===== config.mk =====
export PLATFORM = sky130hd
export DESIGN_NAME = ofs_plat_if_pwr_reset_seq_flat
export DESIGN_NICKNAME = d
export VERILOG_FILES = /design/src/rtl/ofs_plat_if_pwr_reset_seq_if.sv /design/src/rtl/ofs_plat_if_pwr_reset_seq.sv /design/src/flat_wrapper.sv
export SDC_FILE = /design/constraint.sdc
export NUM_CORES = 1
export LEC_CHECK = 0
export CORE_UTILIZATION = 36
export DETAILED_ROUTE_END_ITERATION = 12
export GPL_TIMING_DRIVEN = 0
export PLACE_DENSITY_LB_ADDON = 0.12
export SYNTH_ARGS = -nofsm -noshare
export SYNTH_HDL_FRONTEND = slang
export SYNTH_SLANG_ARGS = --single-unit

===== constraint.sdc =====
create_clock -name clk -period 3 [get_ports clk]
set_input_delay 0.6 -clock clk [delete_from_list [all_inputs] [get_ports clk]]
set_output_delay 0.6 -clock clk [all_outputs]
set_load 0.005 [all_outputs]

===== src/rtl/ofs_plat_if_pwr_reset_seq_if.sv =====
// Control bundle between the platform wrapper and the reset/power sequencer.
// The master drives power state and idle status, and the slave (the sequencer) drives channel resets and enables.
interface ofs_plat_if_pwr_reset_seq_if #(
  parameter int NUM_CHAN = 4
);
  logic [1:0]          pwr_state;
  logic                sw_reset_req;
  logic [NUM_CHAN-1:0] chan_idle;
  logic [NUM_CHAN-1:0] chan_reset;
  logic [NUM_CHAN-1:0] chan_en;
  logic [2:0]          seq_state;
  logic                timeout_err;

  modport master (
    output pwr_state, sw_reset_req, chan_idle,
    input  chan_reset, chan_en, seq_state, timeout_err
  );

  modport slave (
    input  pwr_state, sw_reset_req, chan_idle,
    output chan_reset, chan_en, seq_state, timeout_err
  );
endinterface


===== src/rtl/ofs_plat_if_pwr_reset_seq.sv =====
// Per-channel reset and power-state sequencer. It releases channel resets one at a time, throttles
// request issue by power state, and drains traffic before any re-reset or shutdown.
module ofs_plat_if_pwr_reset_seq #(
  parameter int NUM_CHAN          = 4,
  parameter int RESET_HOLD_CYCLES = 16,
  parameter int STAGGER_CYCLES    = 4,
  parameter int QUIESCE_TIMEOUT   = 1024
) (
  input  logic                          clk,
  input  logic                          reset,
  ofs_plat_if_pwr_reset_seq_if.slave    bus
);

  typedef enum logic [2:0] {
    ST_HOLD    = 3'd0,
    ST_RELEASE = 3'd1,
    ST_RUN     = 3'd2,
    ST_QUIESCE = 3'd3,
    ST_OFF     = 3'd4
  } seq_state_e;

  localparam int HW = $clog2(RESET_HOLD_CYCLES + 1);
  localparam int SW = (STAGGER_CYCLES > 0) ? $clog2(STAGGER_CYCLES + 1) : 1;
  localparam int QW = $clog2(QUIESCE_TIMEOUT + 1);
  localparam int IW = (NUM_CHAN > 1) ? $clog2(NUM_CHAN) : 1;

  localparam logic [HW-1:0] HOLD_LAST = HW'(RESET_HOLD_CYCLES - 1);
  localparam logic [SW-1:0] STAG_LAST = SW'((STAGGER_CYCLES > 0) ? STAGGER_CYCLES - 1 : 0);
  localparam logic [QW-1:0] Q_LAST    = QW'(QUIESCE_TIMEOUT - 1);
  localparam logic [IW-1:0] LAST_IDX  = IW'(NUM_CHAN - 1);

  seq_state_e          state_q, state_d;
  logic [HW-1:0]       hold_cnt_q, hold_cnt_d;
  logic [SW-1:0]       stagger_cnt_q, stagger_cnt_d;
  logic [QW-1:0]       q_cnt_q, q_cnt_d;
  logic [IW-1:0]       rel_idx_q, rel_idx_d;
  logic [2:0]          duty_cnt_q, duty_cnt_d;
  logic [NUM_CHAN-1:0] chan_reset_q, chan_reset_d;
  logic [NUM_CHAN-1:0] chan_en_q, chan_en_d;
  logic                timeout_err_q, timeout_err_d;

  logic shutdown;
  logic all_idle;
  assign shutdown = (bus.pwr_state == 2'd3);
  assign all_idle = &bus.chan_idle;

  // Issue gate for one duty-cycle slot, common to every channel.
  function automatic logic duty_gate(input logic [1:0] pwr, input logic [2:0] duty);
    case (pwr)
      2'd0:    return 1'b1;
      2'd1:    return duty < 3'd4;
      2'd2:    return duty == 3'd0;
      default: return 1'b0;
    endcase
  endfunction

  always_comb begin
    // NOTE: every variable gets a default here, so no path can leave one unassigned and infer a latch.
    state_d       = state_q;
    hold_cnt_d    = hold_cnt_q;
    stagger_cnt_d = stagger_cnt_q;
    q_cnt_d       = q_cnt_q;
    rel_idx_d     = rel_idx_q;
    duty_cnt_d    = duty_cnt_q;
    chan_reset_d  = chan_reset_q;
    chan_en_d     = '0;
    timeout_err_d = timeout_err_q;

    unique case (state_q)
      ST_HOLD: begin
        chan_reset_d = '1;
        if (bus.sw_reset_req) begin
          hold_cnt_d = '0;
        end else if (hold_cnt_q == HOLD_LAST) begin
          hold_cnt_d = '0;
          if (shutdown) begin
            state_d = ST_OFF;
          end else begin
            state_d       = ST_RELEASE;
            stagger_cnt_d = '0;
            if (STAGGER_CYCLES == 0) begin
              rel_idx_d    = LAST_IDX;
              chan_reset_d = '0;
            end else begin
              rel_idx_d       = '0;
              chan_reset_d[0] = 1'b0;
            end
          end
        end else begin
          hold_cnt_d = hold_cnt_q + HW'(1);
        end
      end

      ST_RELEASE: begin
        if (bus.sw_reset_req || shutdown) begin
          state_d = ST_QUIESCE;
          q_cnt_d = '0;
        end else if (rel_idx_q == LAST_IDX) begin
          state_d    = ST_RUN;
          duty_cnt_d = '0;
          chan_en_d  = {NUM_CHAN{duty_gate(bus.pwr_state, 3'd0)}};
        end else if (stagger_cnt_q == STAG_LAST) begin
          stagger_cnt_d           = '0;
          rel_idx_d               = rel_idx_q + IW'(1);
          chan_reset_d[rel_idx_d] = 1'b0;
        end else begin
          stagger_cnt_d = stagger_cnt_q + SW'(1);
        end
      end

      ST_RUN: begin
        chan_reset_d = '0;
        if (bus.sw_reset_req || shutdown) begin
          state_d = ST_QUIESCE;
          q_cnt_d = '0;
        end else begin
          duty_cnt_d = duty_cnt_q + 3'd1;
          chan_en_d  = {NUM_CHAN{duty_gate(bus.pwr_state, duty_cnt_d)}};
        end
      end

      ST_QUIESCE: begin
        // Released channels keep their reset deasserted so they can drain.
        if (all_idle || (q_cnt_q == Q_LAST)) begin
          if (!all_idle) timeout_err_d = 1'b1;
          q_cnt_d      = '0;
          hold_cnt_d   = '0;
          chan_reset_d = '1;
          state_d      = shutdown ? ST_OFF : ST_HOLD;
        end else begin
          q_cnt_d = q_cnt_q + QW'(1);
        end
      end

      ST_OFF: begin
        chan_reset_d = '1;
        if (!shutdown) begin
          state_d    = ST_HOLD;
          hold_cnt_d = '0;
        end
      end

      default: begin
        state_d      = ST_HOLD;
        hold_cnt_d   = '0;
        chan_reset_d = '1;
      end
    endcase
  end

  // NOTE: state registers use non-blocking assignments, so every flop samples pre-edge values.
  always_ff @(posedge clk) begin
    if (reset) begin
      state_q       <= ST_HOLD;
      hold_cnt_q    <= '0;
      stagger_cnt_q <= '0;
      q_cnt_q       <= '0;
      rel_idx_q     <= '0;
      duty_cnt_q    <= '0;
      chan_reset_q  <= '1;
      chan_en_q     <= '0;
      timeout_err_q <= 1'b0;
    end else begin
      state_q       <= state_d;
      hold_cnt_q    <= hold_cnt_d;
      stagger_cnt_q <= stagger_cnt_d;
      q_cnt_q       <= q_cnt_d;
      rel_idx_q     <= rel_idx_d;
      duty_cnt_q    <= duty_cnt_d;
      chan_reset_q  <= chan_reset_d;
      chan_en_q     <= chan_en_d;
      timeout_err_q <= timeout_err_d;
    end
  end

  assign bus.chan_reset  = chan_reset_q;
  assign bus.chan_en     = chan_en_q;
  assign bus.seq_state   = state_q;
  assign bus.timeout_err = timeout_err_q;

endmodule


===== src/flat_wrapper.sv =====
// flat-port wrapper written by rule: the top's interface ports become plain ports
module ofs_plat_if_pwr_reset_seq_flat 
#(
  parameter int NUM_CHAN          = 4,
  parameter int RESET_HOLD_CYCLES = 16,
  parameter int STAGGER_CYCLES    = 4,
  parameter int QUIESCE_TIMEOUT   = 1024
)
  (clk, reset, bus_pwr_state, bus_sw_reset_req, bus_chan_idle, bus_chan_reset, bus_chan_en, bus_seq_state, bus_timeout_err);
  ofs_plat_if_pwr_reset_seq_if #(.NUM_CHAN(NUM_CHAN)) bus_i ();
  input  logic clk;
  input  logic reset;
  input wire logic [$bits(bus_i.pwr_state)-1:0] bus_pwr_state;
  input wire logic [$bits(bus_i.sw_reset_req)-1:0] bus_sw_reset_req;
  input wire logic [$bits(bus_i.chan_idle)-1:0] bus_chan_idle;
  output wire logic [$bits(bus_i.chan_reset)-1:0] bus_chan_reset;
  output wire logic [$bits(bus_i.chan_en)-1:0] bus_chan_en;
  output wire logic [$bits(bus_i.seq_state)-1:0] bus_seq_state;
  output wire logic [$bits(bus_i.timeout_err)-1:0] bus_timeout_err;
  assign bus_i.pwr_state = bus_pwr_state;
  assign bus_i.sw_reset_req = bus_sw_reset_req;
  assign bus_i.chan_idle = bus_chan_idle;
  assign bus_chan_reset = bus_i.chan_reset;
  assign bus_chan_en = bus_i.chan_en;
  assign bus_seq_state = bus_i.seq_state;
  assign bus_timeout_err = bus_i.timeout_err;
  ofs_plat_if_pwr_reset_seq #(.NUM_CHAN(NUM_CHAN), .RESET_HOLD_CYCLES(RESET_HOLD_CYCLES), .STAGGER_CYCLES(STAGGER_CYCLES), .QUIESCE_TIMEOUT(QUIESCE_TIMEOUT)) u_core (.clk(clk), .reset(reset), .bus(bus_i));
endmodule

* Word-level counts from Yosys, hierarchy flattened
Cells that the tools add are included.
** Cells by class
- Bitwise logic cells :: 4
- $add $sub $neg :: 5
- Reductions and logical operators :: 20
- Order comparisons :: 3
- Equality and inequality tests :: 24
- Multiplexer cells :: 51
** Operator list (count)
- $mux 3 :: 17
- $mux 4 :: 7
- $mux 11 :: 2
- $pmux 11 s2 :: 1
- $mux 5 :: 4
- $pmux 5 s4 :: 1
- $pmux 4 s4 :: 1
- $pmux 3 s5 :: 1
- $mux 2 :: 6
- $ne 2x1->1 const B :: 6
- $ne 2x2->1 const B :: 6
- $pmux 3 s2 :: 2
- $reduce_and 4->1 :: 3
- $reduce_and 6->1 :: 2
- $add 11x1->11 const B :: 1
- $eq 11x10->1 const B :: 1
- $eq 3x2->1 const B :: 3
- $pmux 4 s2 :: 1
- $reduce_and 7->1 :: 1
- $add 3x1->3 const B :: 2
- $eq 2x2->1 const B :: 3
- $logic_not 3->1 :: 2
- $reduce_and 3->1 :: 2
- $reduce_bool 2->1 :: 3
- 23 further kinds :: 29
** Storage, ports and cells
- Register bits :: 36
- Bits of input ports :: 9
- Output and inout port bits :: 12

* Depth between registers and ports, before layout
Gate-level depths: netlist (run 1).
- Word-level depth :: 11
- Depth in mapped cells :: 9
- Mapped depth without buffers :: 6

* Worst setup path before layout (run 1)
Ideal clock, no wire load.
- Path kind :: input -> register
- From :: input port bus_pwr_state[0]
- To :: register u_core.chan_reset_q[1] (netlist: u_core.bus.chan_reset[1])
- Data arrival time :: 1.662 ns
- Buffers on the path :: 0
- Stages :: 5
- Path slack :: 1.217 ns
- Required time :: 2.878 ns
- Path through :: a211oi_1 > nand2_1 > a2bb2oi_4 > o21ai_1 > a221o_1
** On the way
- Cells in the longest elaborated chain, start to end :: 4
** Ends and longest elaborated chain
- from (decl) :: RTL line flat_wrapper.sv:13 : input wire logic [$bits(bus_i.pwr_state)-1:0] bus_pwr_state;
- $eq 2x2->1 :: RTL line ofs_plat_if_pwr_reset_seq.sv:44 : assign shutdown = (bus.pwr_state == 2'd3);
- $logic_or 1x1->1 :: RTL line ofs_plat_if_pwr_reset_seq.sv:95 : if (bus.sw_reset_req || shutdown) begin
- $ne 2x2->1 (no line)
- $reduce_and 4->1 (no line)
- to (signal assigned) :: RTL line ofs_plat_if_pwr_reset_seq.sv:170 : chan_reset_q <= chan_reset_d;
- to (decl) :: RTL line ofs_plat_if_pwr_reset_seq.sv:38 : logic [NUM_CHAN-1:0] chan_reset_q, chan_reset_d;
No other way between the ends.
A chain may end at the register's enable or synchronous reset.

* Worst setup path in the final report (run 1)
- From :: input port bus_pwr_state[0]
- To :: register u_core.state_q[2] (netlist: u_core.bus.seq_state[2])
** On the way
- Cells in the longest elaborated chain, start to end :: 5
** Ends and longest elaborated chain
- $eq 2x2->1 * :: RTL line ofs_plat_if_pwr_reset_seq.sv:44
- $mux 3 :: RTL line ofs_plat_if_pwr_reset_seq.sv:76 : if (shutdown) begin
- $mux 3 :: RTL line ofs_plat_if_pwr_reset_seq.sv:74 : end else if (hold_cnt_q == HOLD_LAST) begin
- $mux 3 :: RTL line ofs_plat_if_pwr_reset_seq.sv:72 : if (bus.sw_reset_req) begin
- $pmux 3 s5 :: RTL line ofs_plat_if_pwr_reset_seq.sv:69 : unique case (state_q)
- to (signal assigned) :: RTL line ofs_plat_if_pwr_reset_seq.sv:164 : state_q <= state_d;
- to (decl) :: RTL line ofs_plat_if_pwr_reset_seq.sv:32 : seq_state_e state_q, state_d;
Mark *: on every way between the ends. The rest lies on a longest branch, timed or not. The select of a mux whose other input is x is not followed.

==> results by group, run 1 <==
Run status
  – Outcome: finished, final reports clean

Clock network
  – H-tree levels: 2
  – TritonCTS clock tree: built
  – Reg clk slew, reported paths: 0.07 ns
  – Clk_lat worst skew: 0.29 ns
  – # Post-CTS Setup Buffers: 0
  – # hold bufs at CTS: 0
  – # clock sinks: 33
  – CTS Buf Count: 5
  – Clk root buf: clkbuf_8
  – Maximum root-to-sink buffer count: 2
  – CTS resizes: 0

Yosys
  – Most common cell in the netlist: dfxtp_1
  – Asr flop ratio synth: 0%
  – Sequential area share after synthesis: between 30% and 40%
  – EDFF count, synth: 0
  – Mapped Nets: about 240
  – Synth area leader: dfxtp_1
  – Commonest cells in the netlist: 33 x dfxtp_1, 21 x nor2_1, 20 x nand2_1, 14 x a21oi_1, 9 x ha_1
  – Mapped Area: 1860 um2
  – Largest cells by area after synthesis: dfxtp_1 35%, ha_1 6.0%, nor2_1 4.2%
  – Syn Area/Cell: 8.55 um2
  – Post-synth top area share: 35.5%
  – Mapped Cells: 218
  – Number of synthesis warnings: 0
  – Ys flop type: dfxtp_1
  – Yosys cell types: 54
  – Synth Register Bits: 33

Placed design
  – I/O Buffers: 20
  – Pre-CTS WS: 0.318 ns
  – Post-DP HPWL: 3.07 mm
  – GP Congestion: just under 0.8
  – Placed Cells: 305

Layout
  – Layout cells sized above 1: about a tenth
  – Fill cells: 506
  – N_diodes: 0
  – Final std cells w/o fill: 313
  – Final #Nets: roughly 260
  – Storage element area: around 660 um2
  – Multi-input logic area: 1080 um2
  – Syn-to-layout area delta: 19.7%

Detailed routing
  – Avg WL per Cell: 13.9 um
  – Residual DRC: 0
  – 1st-iter DRT viols: 100
  – First-pass DRT Iterations: 4
  – Vias/cell: 5.48
  – Vias: 1,714
  – Routed Antenna Nets: 0
  – Final wirelength: around 4.3 mm

Global routing
  – Largest net degree at the start of global routing: 11
  – First-pass GRT wire length: 7.10 mm
  – GRT Total Usage: between 10% and 20%
  – Antenna violations before repair: 0
  – Number of global-route vias before repair: 1,436
  – Remaining Overflow, GRT: 0

Floorplan
  – Initial core utilization: 38.4%
  – Top-Level Pins: 21
  – Die width: 73.9 um
  – Core Area: between 4000 and 5000 um2
  – Std cell rows: 25
  – Die height: 73.9 um
  – Die ar.: 5470 um2

Pwr
  – Peak VDD IR: around 210 uV
  – Lkg Pwr: 0.813 nW
  – Power per cell area: 394 nW/um2
  – Total power: 0.000877 W

Run
  – Max_cap viols: 0

Setup path
  – Critical Path RT: around 3.2 ns
  – CP Class: in -> reg
  – CP startpoint kind: primary input
  – Critical path peak fanout: 8
  – CP arrival: 2.57 ns
  – CP Capture Type: flip-flop

Hold path
  – HP Class: reg -> reg

STA
  – Final setup vio count: 0
  – Hold Slack: roughly 0.46 ns
  – Slew @ Worst Pin: 0.787 ns
  – Slew margin rel.: 47.1%
  – Fin crit share: 79.7%
  – Slew Limit Fails: 0
  – Final hold vios: 0
  – Setup TNS Final: 0 ns
  – Tmin final: 2.39 ns
  – Setup ws final: 0.608 ns
  – Clock skew: 0.00605 ns
  – RSZ-0062 raised after global routing: false
  – Max Fclk: roughly 0.42 GHz
==> worst paths after layout <==
check | end | startpoint | slack, ns | cells after the start
worst min-delay path | u_core.duty_cnt_q[2] | u_core.duty_cnt_q[2] | 0.46 | 2
worst max register to register | u_core.bus.chan_reset[1] | u_core.rel_idx_q[0] | 1.06 | 6
worst min register to register | u_core.duty_cnt_q[2] | u_core.duty_cnt_q[2] | 0.46 | 2
worst max-delay path | u_core.bus.seq_state[2] | bus_pwr_state[0] | 0.61 | 6
==> report_power, final <==
group / total, W / switching [W] / internal, W
registers: 0.000450 / 0.00000559 / 0.000445
logic: 0.0000950 / 0.0000537 / 0.0000413
clock network: 0.000332 / 0.000171 / 0.000161
==> per-stage QoR <==
stage | instance area (um2) | utilization, %
finish | 2230 | 46.0
global route | 2230 | 46.0
CTS | 2230 | 46.0
detailed placement | 2150 | 44.3
global placement | 2150 | 44.3
floorplan | 1860 | -
==> logic make-up after synthesis <==
kind of cell	Yosys count	share of synthesized area, %
adders and majority gates	10	6.58
and+or+nand+nor	91	25.9
buffers and inverters	20	6.78
muxes	3	1.61
DFF	33	35.5
AOI/OAI and AO/OA	60	23.2
xor gates and xnor gates	1	0.470
==> flip-flops by register name, indices dropped and copies added (netlist names) <==
signal and flops:
u_core.bus.seq_state 3, u_core.bus.timeout_err 1, u_core.duty_cnt_q 3, u_core.q_cnt_q 11, u_core.stagger_cnt_q 3, u_core.bus.chan_en 1
u_core.rel_idx_q 2, u_core.bus.chan_reset 4, u_core.hold_cnt_q 5
==> layout by cell type (no fill, tap or decap), types with 2 or more instances in the layout <==
cell / synthesis / layout
and3_1: 5 / 5
o211ai_1: 2 / 2
a31oi_1: 5 / 5
nor3b_1: 2 / 2
buf_4: 3 / 3
nand2_1: 20 / 20
o21ai_0: 8 / 8
nand3_1: 8 / 8
buf_2: 2 / 2
and2_1: 6 / 6
nor2_1: 21 / 21
a22oi_1: 3 / 3
clkinv_2: 0 / 2
clkbuf_8: 0 / 5
or3_1: 2 / 2
o31ai_1: 2 / 2
a221o_1: 3 / 3
inv_1: 7 / 7
nand4_1: 4 / 4
buf_6: 5 / 5
a21oi_1: 14 / 14
o21ai_1: 5 / 5
a211oi_1: 2 / 2
nor2b_1: 2 / 2
dfxtp_1: 33 / 33
a311oi_1: 3 / 3
mux2i_1: 3 / 3
nand3b_1: 3 / 3
clkdlybuf4s50_1: 0 / 20
a41oi_1: 2 / 2
clkbuf_1: 3 / 4
nor3_1: 7 / 7
ha_1: 9 / 9
==> worst max-delay path: stages <==
cell	delay [ns]
clkdlybuf4s50_1	0.55
a21oi_1	0.61
a21oi_1	0.14
o211ai_1	0.37
nor2_2	0.09
o211a_1	0.22
==> metal layers <==
layer / GRT usage (%) / vias up / routed length, um
li1: - / 863 / -
met1: 24.1 / 800 / 2190
met2: 25.8 / 44 / 1870
met3: 4.07 / 7 / 215
met4: 7.05 / 0 / 65
met5: 0 / - / 0
==> final cells by class <==
cell class	count	area share, %
buffer	13	4.49
clock inverter	2	0.449
timing repair buffer	20	8.98
inverter	7	1.18
tap	67	3.76
sequential	33	29.6
multi-input combinational	165	48.3
clock buffer	6	3.25
Power figures use the tool's default switching activity.
==> inputs of run 2 (changes only) <==
clock period = 1.93 ns   (was 3 ns; I/O delays follow)
==> run 2 against run 1 <==
  * Non-clock buffer count is 2 higher
  * Via count is 0.41% lower
  * Critical path type is now reg -> reg
  * Die area stayed put
  * Sequential share of layout area is 0.68 points lower
  * Clock power is 55% higher
  * Largest power group unchanged
  * Largest cell class unchanged
==> results by group, run 2 (synthesized netlist as in run 1, its figures left out) <==
Run status
  – Outcome: finished, final reports clean

Setup path
  – CP Capture Type: flip-flop
  – RR Startpoint: u_core.q_cnt_q[1]
  – CP Cell Sequence: ha_2 > and3_1 > buf_6 > and3_1 > buf_6 > a2bb2oi_4 > o21ai_1 > a221o_1
  – CP Class: reg -> reg
  – Slowest stage delay, CP: 0.35 ns
  – Crit path max-delay family: compound AO/OA/AOI/OAI gates
  – CP startpoint kind: flip-flop
  – Critical path peak fanout: 7
  – R2r endpoint: u_core.bus.chan_reset[1]
  – R2R setup slack: 0.08 ns
  – Slowest-stage cell, CP: dfxtp_1
  – CP arrival: around 2.0 ns
  – Worst Reg-to-Reg Cells: 8
  – WP buf/inv: 2
  – Critical Path RT: 2.11 ns

Clock network
  – TritonCTS clock tree: built
  – CTS Buf Count: 5
  – Clk_lat worst skew: 0.29 ns
  – Maximum root-to-sink buffer count: 2
  – H-tree levels: 2
  – # hold bufs at CTS: 0
  – Reg clk slew, reported paths: 0.07 ns
  – Clk root buf: clkbuf_8
  – # clock sinks: 33

Detailed routing
  – Vias: 1,707
  – Residual DRC: 0
  – 1st-iter DRT viols: 92
  – Avg WL per Cell: between 10 and 15 um
  – Routed Antenna Nets: 0
  – First-pass DRT Iterations: 4
  – Final wirelength: 4.41 mm
  – Vias/cell: 5.42

Global routing
  – Largest net degree at the start of global routing: 11
  – Met1 Use GR: 23.9%
  – Remaining Overflow, GRT: 0
  – Antenna violations before repair: 0
  – M3 GR Usage: around 4.1%
  – GRT Total Usage: about 17%
  – Grt met2 use: 26.6%
  – GR peak layer: met2
  – First-pass GRT wire length: 7.17 mm
  – Number of global-route vias before repair: 1,452

Hold path
  – WHS Endpoint: u_core.duty_cnt_q[2]
  – HP Class: reg -> reg
  – Min-Delay Startpoint: u_core.duty_cnt_q[2]
  – Hold path depth: 2

Placed design
  – Post-DP Area: 2150 um2
  – Pre-CTS WS: -0.538 ns
  – GP Congestion: 0.771
  – Post-DP HPWL: 3.07 mm
  – I/O Buffers: 20

Floorplan
  – Die ar.: 5470 um2
  – Die height: 73.9 um
  – Std cell rows: 25
  – Initial core utilization: 38.4%
  – Top-Level Pins: 21
  – Core Area: 4850 um2
  – Die width: 73.9 um

Layout
  – Most frequent cells in the layout: 32 x dfxtp_1, 21 x nor2_1, 20 x nand2_1
  – N_diodes: 0
  – Layout cells sized above 1: 13.7%
  – Multi-input logic area: 1110 um2
  – Biggest register: u_core.q_cnt_q
  – Storage element area: 662 um2
  – Largest register FFs: 11
  – Final #Nets: 265
  – Fill cells: 500
  – Final Util: 47.1%
  – Syn-to-layout area delta: 22.7%
  – Post-route cell area: 2290 um2
  – Most common cell after layout, fill and taps aside: dfxtp_1

Pwr
  – Comb power frac: 11.3%
  – Total power: 0.00137 W
  – Power per cell area: 600 nW/um2
  – Lkg Pwr: 0.850 nW
  – Peak VDD IR: between 300 and 400 uV
  – Power Internal: 0.00101 W
  – Seq pwr share: 51.1%
  – Clock power share: 37.6%
  – Sw Share: 26.4%
  – NetSw: 0.000361 W

STA
  – Slew Limit Fails: 0
  – Slew margin rel.: 65.0%
  – Tmin final: 1.85 ns
  – Final setup vio count: 0
  – Clock skew: between 0.005 and 0.006 ns
  – Final hold vios: 0
  – Fin crit share: around 96%
  – Slew @ Worst Pin: 0.525 ns
  – Max Fclk: around 0.54 GHz
  – Setup ws final: roughly 0.076 ns

Run
  – Max_cap viols: 0
==> run 2: what timing repair did <==
item / in CTS / in global routing
gates resized for setup: 4 / 10
buffers inserted: 1 / 0
pin swaps: 0 / 1
cloned: 0 / 1
setup endpoints to repair: 6 / 27
==> run 2: per-layer routing <==
metal	vias to the layer above	routed length, um
met1	807	2220
met3	6	160
met4	0	60
met5	-	0
li1	865	-
met2	29	1960
==> run 2: cell type report <==
type	count	share of cell area (%)
multi-input cells	165	48.7
inverters	7	1.15
flip-flops and latches	33	29.0
plain buffers	13	4.43
repair buffers	22	9.47
clock inverters	2	0.438
well taps	67	3.67
clock buffers	6	3.17
==> run 2: per-stage QoR <==
step / hold slack (ns) / instances / TNS [ns]
4_1_cts: 0.462 / 314 / -0.0173
3_5_place_dp: 0.451 / 305 / -8.42
2_1_floorplan: 0.436 / 218 / 0
5_1_grt: 0.485 / 315 / -0.000888
6_report: 0.460 / 315 / 0
3_3_place_gp: 0.450 / 305 / -8.94
==> run 2: worst min-delay path: stages (launching register included) <==
cell and delay [ns]:
dfxtp_1 0.31, nand2_1 0.05, a21oi_1 0.05
==> run 2: how the worst max path moves through the flow <==
| stage | from | end | slack, ns | depth (start not counted) |
|---|---|---|---|---|
| 4_1_cts | bus_pwr_state[1] | u_core.bus.seq_state[2] | -0.02 | 6 |
| 2_1_floorplan | u_core.q_cnt_q[0] | u_core.bus.chan_reset[1] | 0.22 | 8 |
| 5_1_grt | u_core.q_cnt_q[1] | u_core.bus.chan_reset[1] | -0.0009 | 8 |
| 6_report | u_core.q_cnt_q[1] | u_core.bus.chan_reset[1] | 0.08 | 8 |
| 3_3_place_gp | bus_pwr_state[0] | u_core.bus.seq_state[2] | -0.57 | 6 |
| 3_5_place_dp | bus_pwr_state[0] | u_core.bus.seq_state[2] | -0.54 | 6 |
==> run 2: power by group through the flow <==
stage | Combinational, W | Clock (W) | Sequential [W]
after global placement | 0.000148 | 0 | 0.000715
after floorplan | 0.0000845 | 0 | 0.000714
final | 0.000155 | 0.000515 | 0.000700
after CTS | 0.000151 | 0.000535 | 0.000699
after detailed placement | 0.000147 | 0 | 0.000715
after global routing | 0.000170 | 0.000558 | 0.000700
==> inputs of run 3 (changes only) <==
ABC_AREA = 1   (was default)
CORE_UTILIZATION = 38   (was 36)
==> run 3 against run 2 <==
  * Cell count up 23%
  * Synthesized cell count up 34%
  * Largest cell class unchanged
  * Clock power up 3%
  * Critical endpoint is now u_core.bus.seq_state[2]
==> results by group, run 3 <==
Run status
  – Outcome: finished, final reports clean

STA
  – Max Fclk: around 0.59 GHz
  – Slew @ Worst Pin: 0.590 ns
  – Slew Limit Fails: 0
  – Clock skew: 0.00755 ns
  – Tmin final: ~1.7 ns
  – RSZ-0062 raised after global routing: false
  – Final setup vio count: 0
  – Slew margin rel.: about 61%
  – Fin crit share: between 80 and 90%
  – Final hold vios: 0

Detailed routing
  – Met1 Wirelength: roughly 2.2 mm
  – Avg WL per Cell: about 11 um
  – Vias: 1,896
  – Top Metal Used: met4
  – Metal2 WL: 2.03 mm
  – Routed Antenna Nets: 0
  – First-pass DRT Iterations: 4
  – Residual DRC: 0
  – Final wirelength: between 4 and 5 mm
  – Met3 wire len: approximately 130 um
  – 1st-iter DRT viols: 75
  – Vias/cell: 4.91

Yosys
  – Synth area leader: dfxtp_1
  – Synth Register Bits: 33
  – Yosys cell types: 27
  – EDFF count, synth: 0
  – Most common cell in the netlist: nand2_1
  – Syn Area/Cell: around 6.7 um2
  – Mapped Cells: 293
  – Compound-Gate Fraction of Synth Area: 11.6%
  – Number of synthesis warnings: 0
  – Ys flop type: dfxtp_1
  – Largest cells by area after synthesis: dfxtp_1 33%, nand2_1 14%, nor2_1 7.4%
  – Sequential area share after synthesis: 33.5%
  – Main combinational cell family by area after synthesis: simple AND/OR/NAND/NOR gates
  – Post-synth top area share: 33.5%
  – Mapped Area: 1970 um2
  – Asr flop ratio synth: 0%
  – Commonest cells in the netlist: 72 x nand2_1, 39 x nor2_1, 33 x dfxtp_1, 28 x inv_1, 25 x nand3_1
  – Simple-gate area share of the yosys netlist: 39.4%
  – Synth Area in Adders: between 5 and 6%
  – Post-synthesis mux area share: 0%
  – Post-Synth XOR/XNOR Area: 1.33%
  – Mapped Nets: 311

Placed design
  – I/O Buffers: 19
  – Post-DP HPWL: between 3 and 4 mm
  – GP Congestion: about 0.9
  – Placed Cells: 379
  – Post-DP Area: 2250 um2

Layout
  – Layout cells sized above 1: 10.0%
  – Most common cell after layout, fill and taps aside: nand2_1
  – Post-route cell area: ~2300 um2
  – Biggest register: u_core.q_cnt_q
  – Final #Nets: 337
  – N_diodes: 0
  – Syn-to-layout area delta: 18.3%
  – Final std cells w/o fill: about 390
  – Most frequent cells in the layout: 72 x nand2_1, 39 x nor2_1, 33 x dfxtp_1
  – Largest register FFs: 11

Pwr
  – Sw Share: between 40% and 50%
  – NetSw: 0.00107 W
  – Seq pwr share: 34.1%
  – Peak VDD IR: between 600 and 700 uV
  – Lkg Pwr: 0.993 nW
  – Power Internal: 0.00151 W
  – Clock power share: 20.7%
  – Total power: 0.00257 W
  – Comb power frac: a little under half
  – Power per cell area: 1100 nW/um2

Clock network
  – Clk root buf: clkbuf_8
  – TritonCTS clock tree: built
  – H-tree levels: 2
  – # Post-CTS Setup Buffers: 0
  – Maximum root-to-sink buffer count: 2
  – CTS resizes: 0
  – Reg clk slew, reported paths: 0.07 ns
  – # hold bufs at CTS: 0
  – Clk_lat worst skew: about 0.28 ns
  – CTS Buf Count: 5
  – # clock sinks: 33

Setup path
  – R2R setup slack: 0.31 ns
  – RR Startpoint: u_core.q_cnt_q[0]
  – Critical Path RT: around 2.1 ns
  – R2r endpoint: u_core.bus.chan_reset[0]
  – Critical path peak fanout: 5
  – Worst Reg-to-Reg Cells: 8
  – CP Capture Type: flip-flop
  – CP Class: in -> reg
  – Critical Path End: u_core.bus.seq_state[2]
  – Crit. Startpoint: bus_pwr_state[1]
  – CP startpoint kind: primary input
  – CP arrival: 1.87 ns

Floorplan
  – Die height: 74.1 um
  – Initial core utilization: 40.7%
  – Top-Level Pins: 21
  – Core Area: 4850 um2
  – Die width: roughly 74 um
  – Die ar.: 5480 um2
  – Std cell rows: 25

Run
  – Max_cap viols: 0

Global routing
  – Number of global-route vias before repair: 1,651
  – Remaining Overflow, GRT: 0
  – Largest net degree at the start of global routing: 11
  – Antenna violations before repair: 0
  – GRT Total Usage: between 15 and 20%
  – First-pass GRT wire length: roughly 7.3 mm

Hold path
  – HP Class: reg -> reg
run 3: kinds of logic (layout without fill, tap and decap cells):
kind of cell | count (synthesis) | in the layout
DFF | 33 | 33
buffers and inverters | 39 | 65
adders and majority gates | 9 | 9
xor gates and xnor gates | 3 | 3
and+or+nand+nor | 168 | 168
AOI/OAI and AO/OA | 41 | 41
run 3: worst min path at each step:
stage                             startpoint            endpoint  slack [ns]  depth (start not counted)
after CTS                 u_core.q_cnt_q[10]  u_core.q_cnt_q[10]        0.45                          2
after global routing      u_core.q_cnt_q[10]  u_core.q_cnt_q[10]        0.48                          2
after global placement    u_core.q_cnt_q[10]  u_core.q_cnt_q[10]        0.44                          2
after floorplan           u_core.q_cnt_q[10]  u_core.q_cnt_q[10]        0.42                          2
final                     u_core.q_cnt_q[10]  u_core.q_cnt_q[10]        0.45                          2
after detailed placement  u_core.q_cnt_q[10]  u_core.q_cnt_q[10]        0.44                          2
run 3: metal layers:
| metal | vias to the layer above | track usage (%) |
|---|---|---|
| li1 | 1009 | - |
| met4 | 0 | 3.85 |
| met1 | 857 | 23.5 |
| met3 | 5 | 5.28 |
| met5 | - | 0 |
| met2 | 25 | 27.7 |
run 3: worst max-delay path: stages:
cell and delay, ns:
clkdlybuf4s50_1 0.49, nand2_1 0.16, nand2_2 0.19, inv_1 0.12, nand3_1 0.09, nand2_1 0.06, nor2_1 0.15, nand3_1 0.09
nand2_1 0.08, nor2_1 0.04
run 3: cell type report:
cell class,instances,area (um2)
Fill cell,509,2510
Multi-Input combinational cell,221,1140
Sequential cell,33,661
Timing Repair Buffer,19,190
Inverter,31,119
Clock buffer,7,86.3
Tap cell,67,83.8
Buffer,8,48.8
run 3: stage by stage:
stage	hold WS, ns	setup TNS [ns]	util, %	setup slack, ns
floorplan	0.422	0	-	0.541
global placement	0.437	-0.203	46.3	-0.0521
detailed placement	0.437	-0.156	46.3	-0.0512
CTS	0.448	0	48.1	0.249
global route	0.478	0	48.1	0.104
finish	0.450	0	48.1	0.243
run 3: power groups by stage:
stage          sequential [W]  combinational [W]  clock (W)
4_1_cts              0.000880            0.00117   0.000546
5_1_grt              0.000891            0.00134   0.000580
3_3_place_gp         0.000892            0.00117          0
6_report             0.000877            0.00116   0.000533
2_1_floorplan        0.000877           0.000839          0
3_5_place_dp         0.000895            0.00117          0
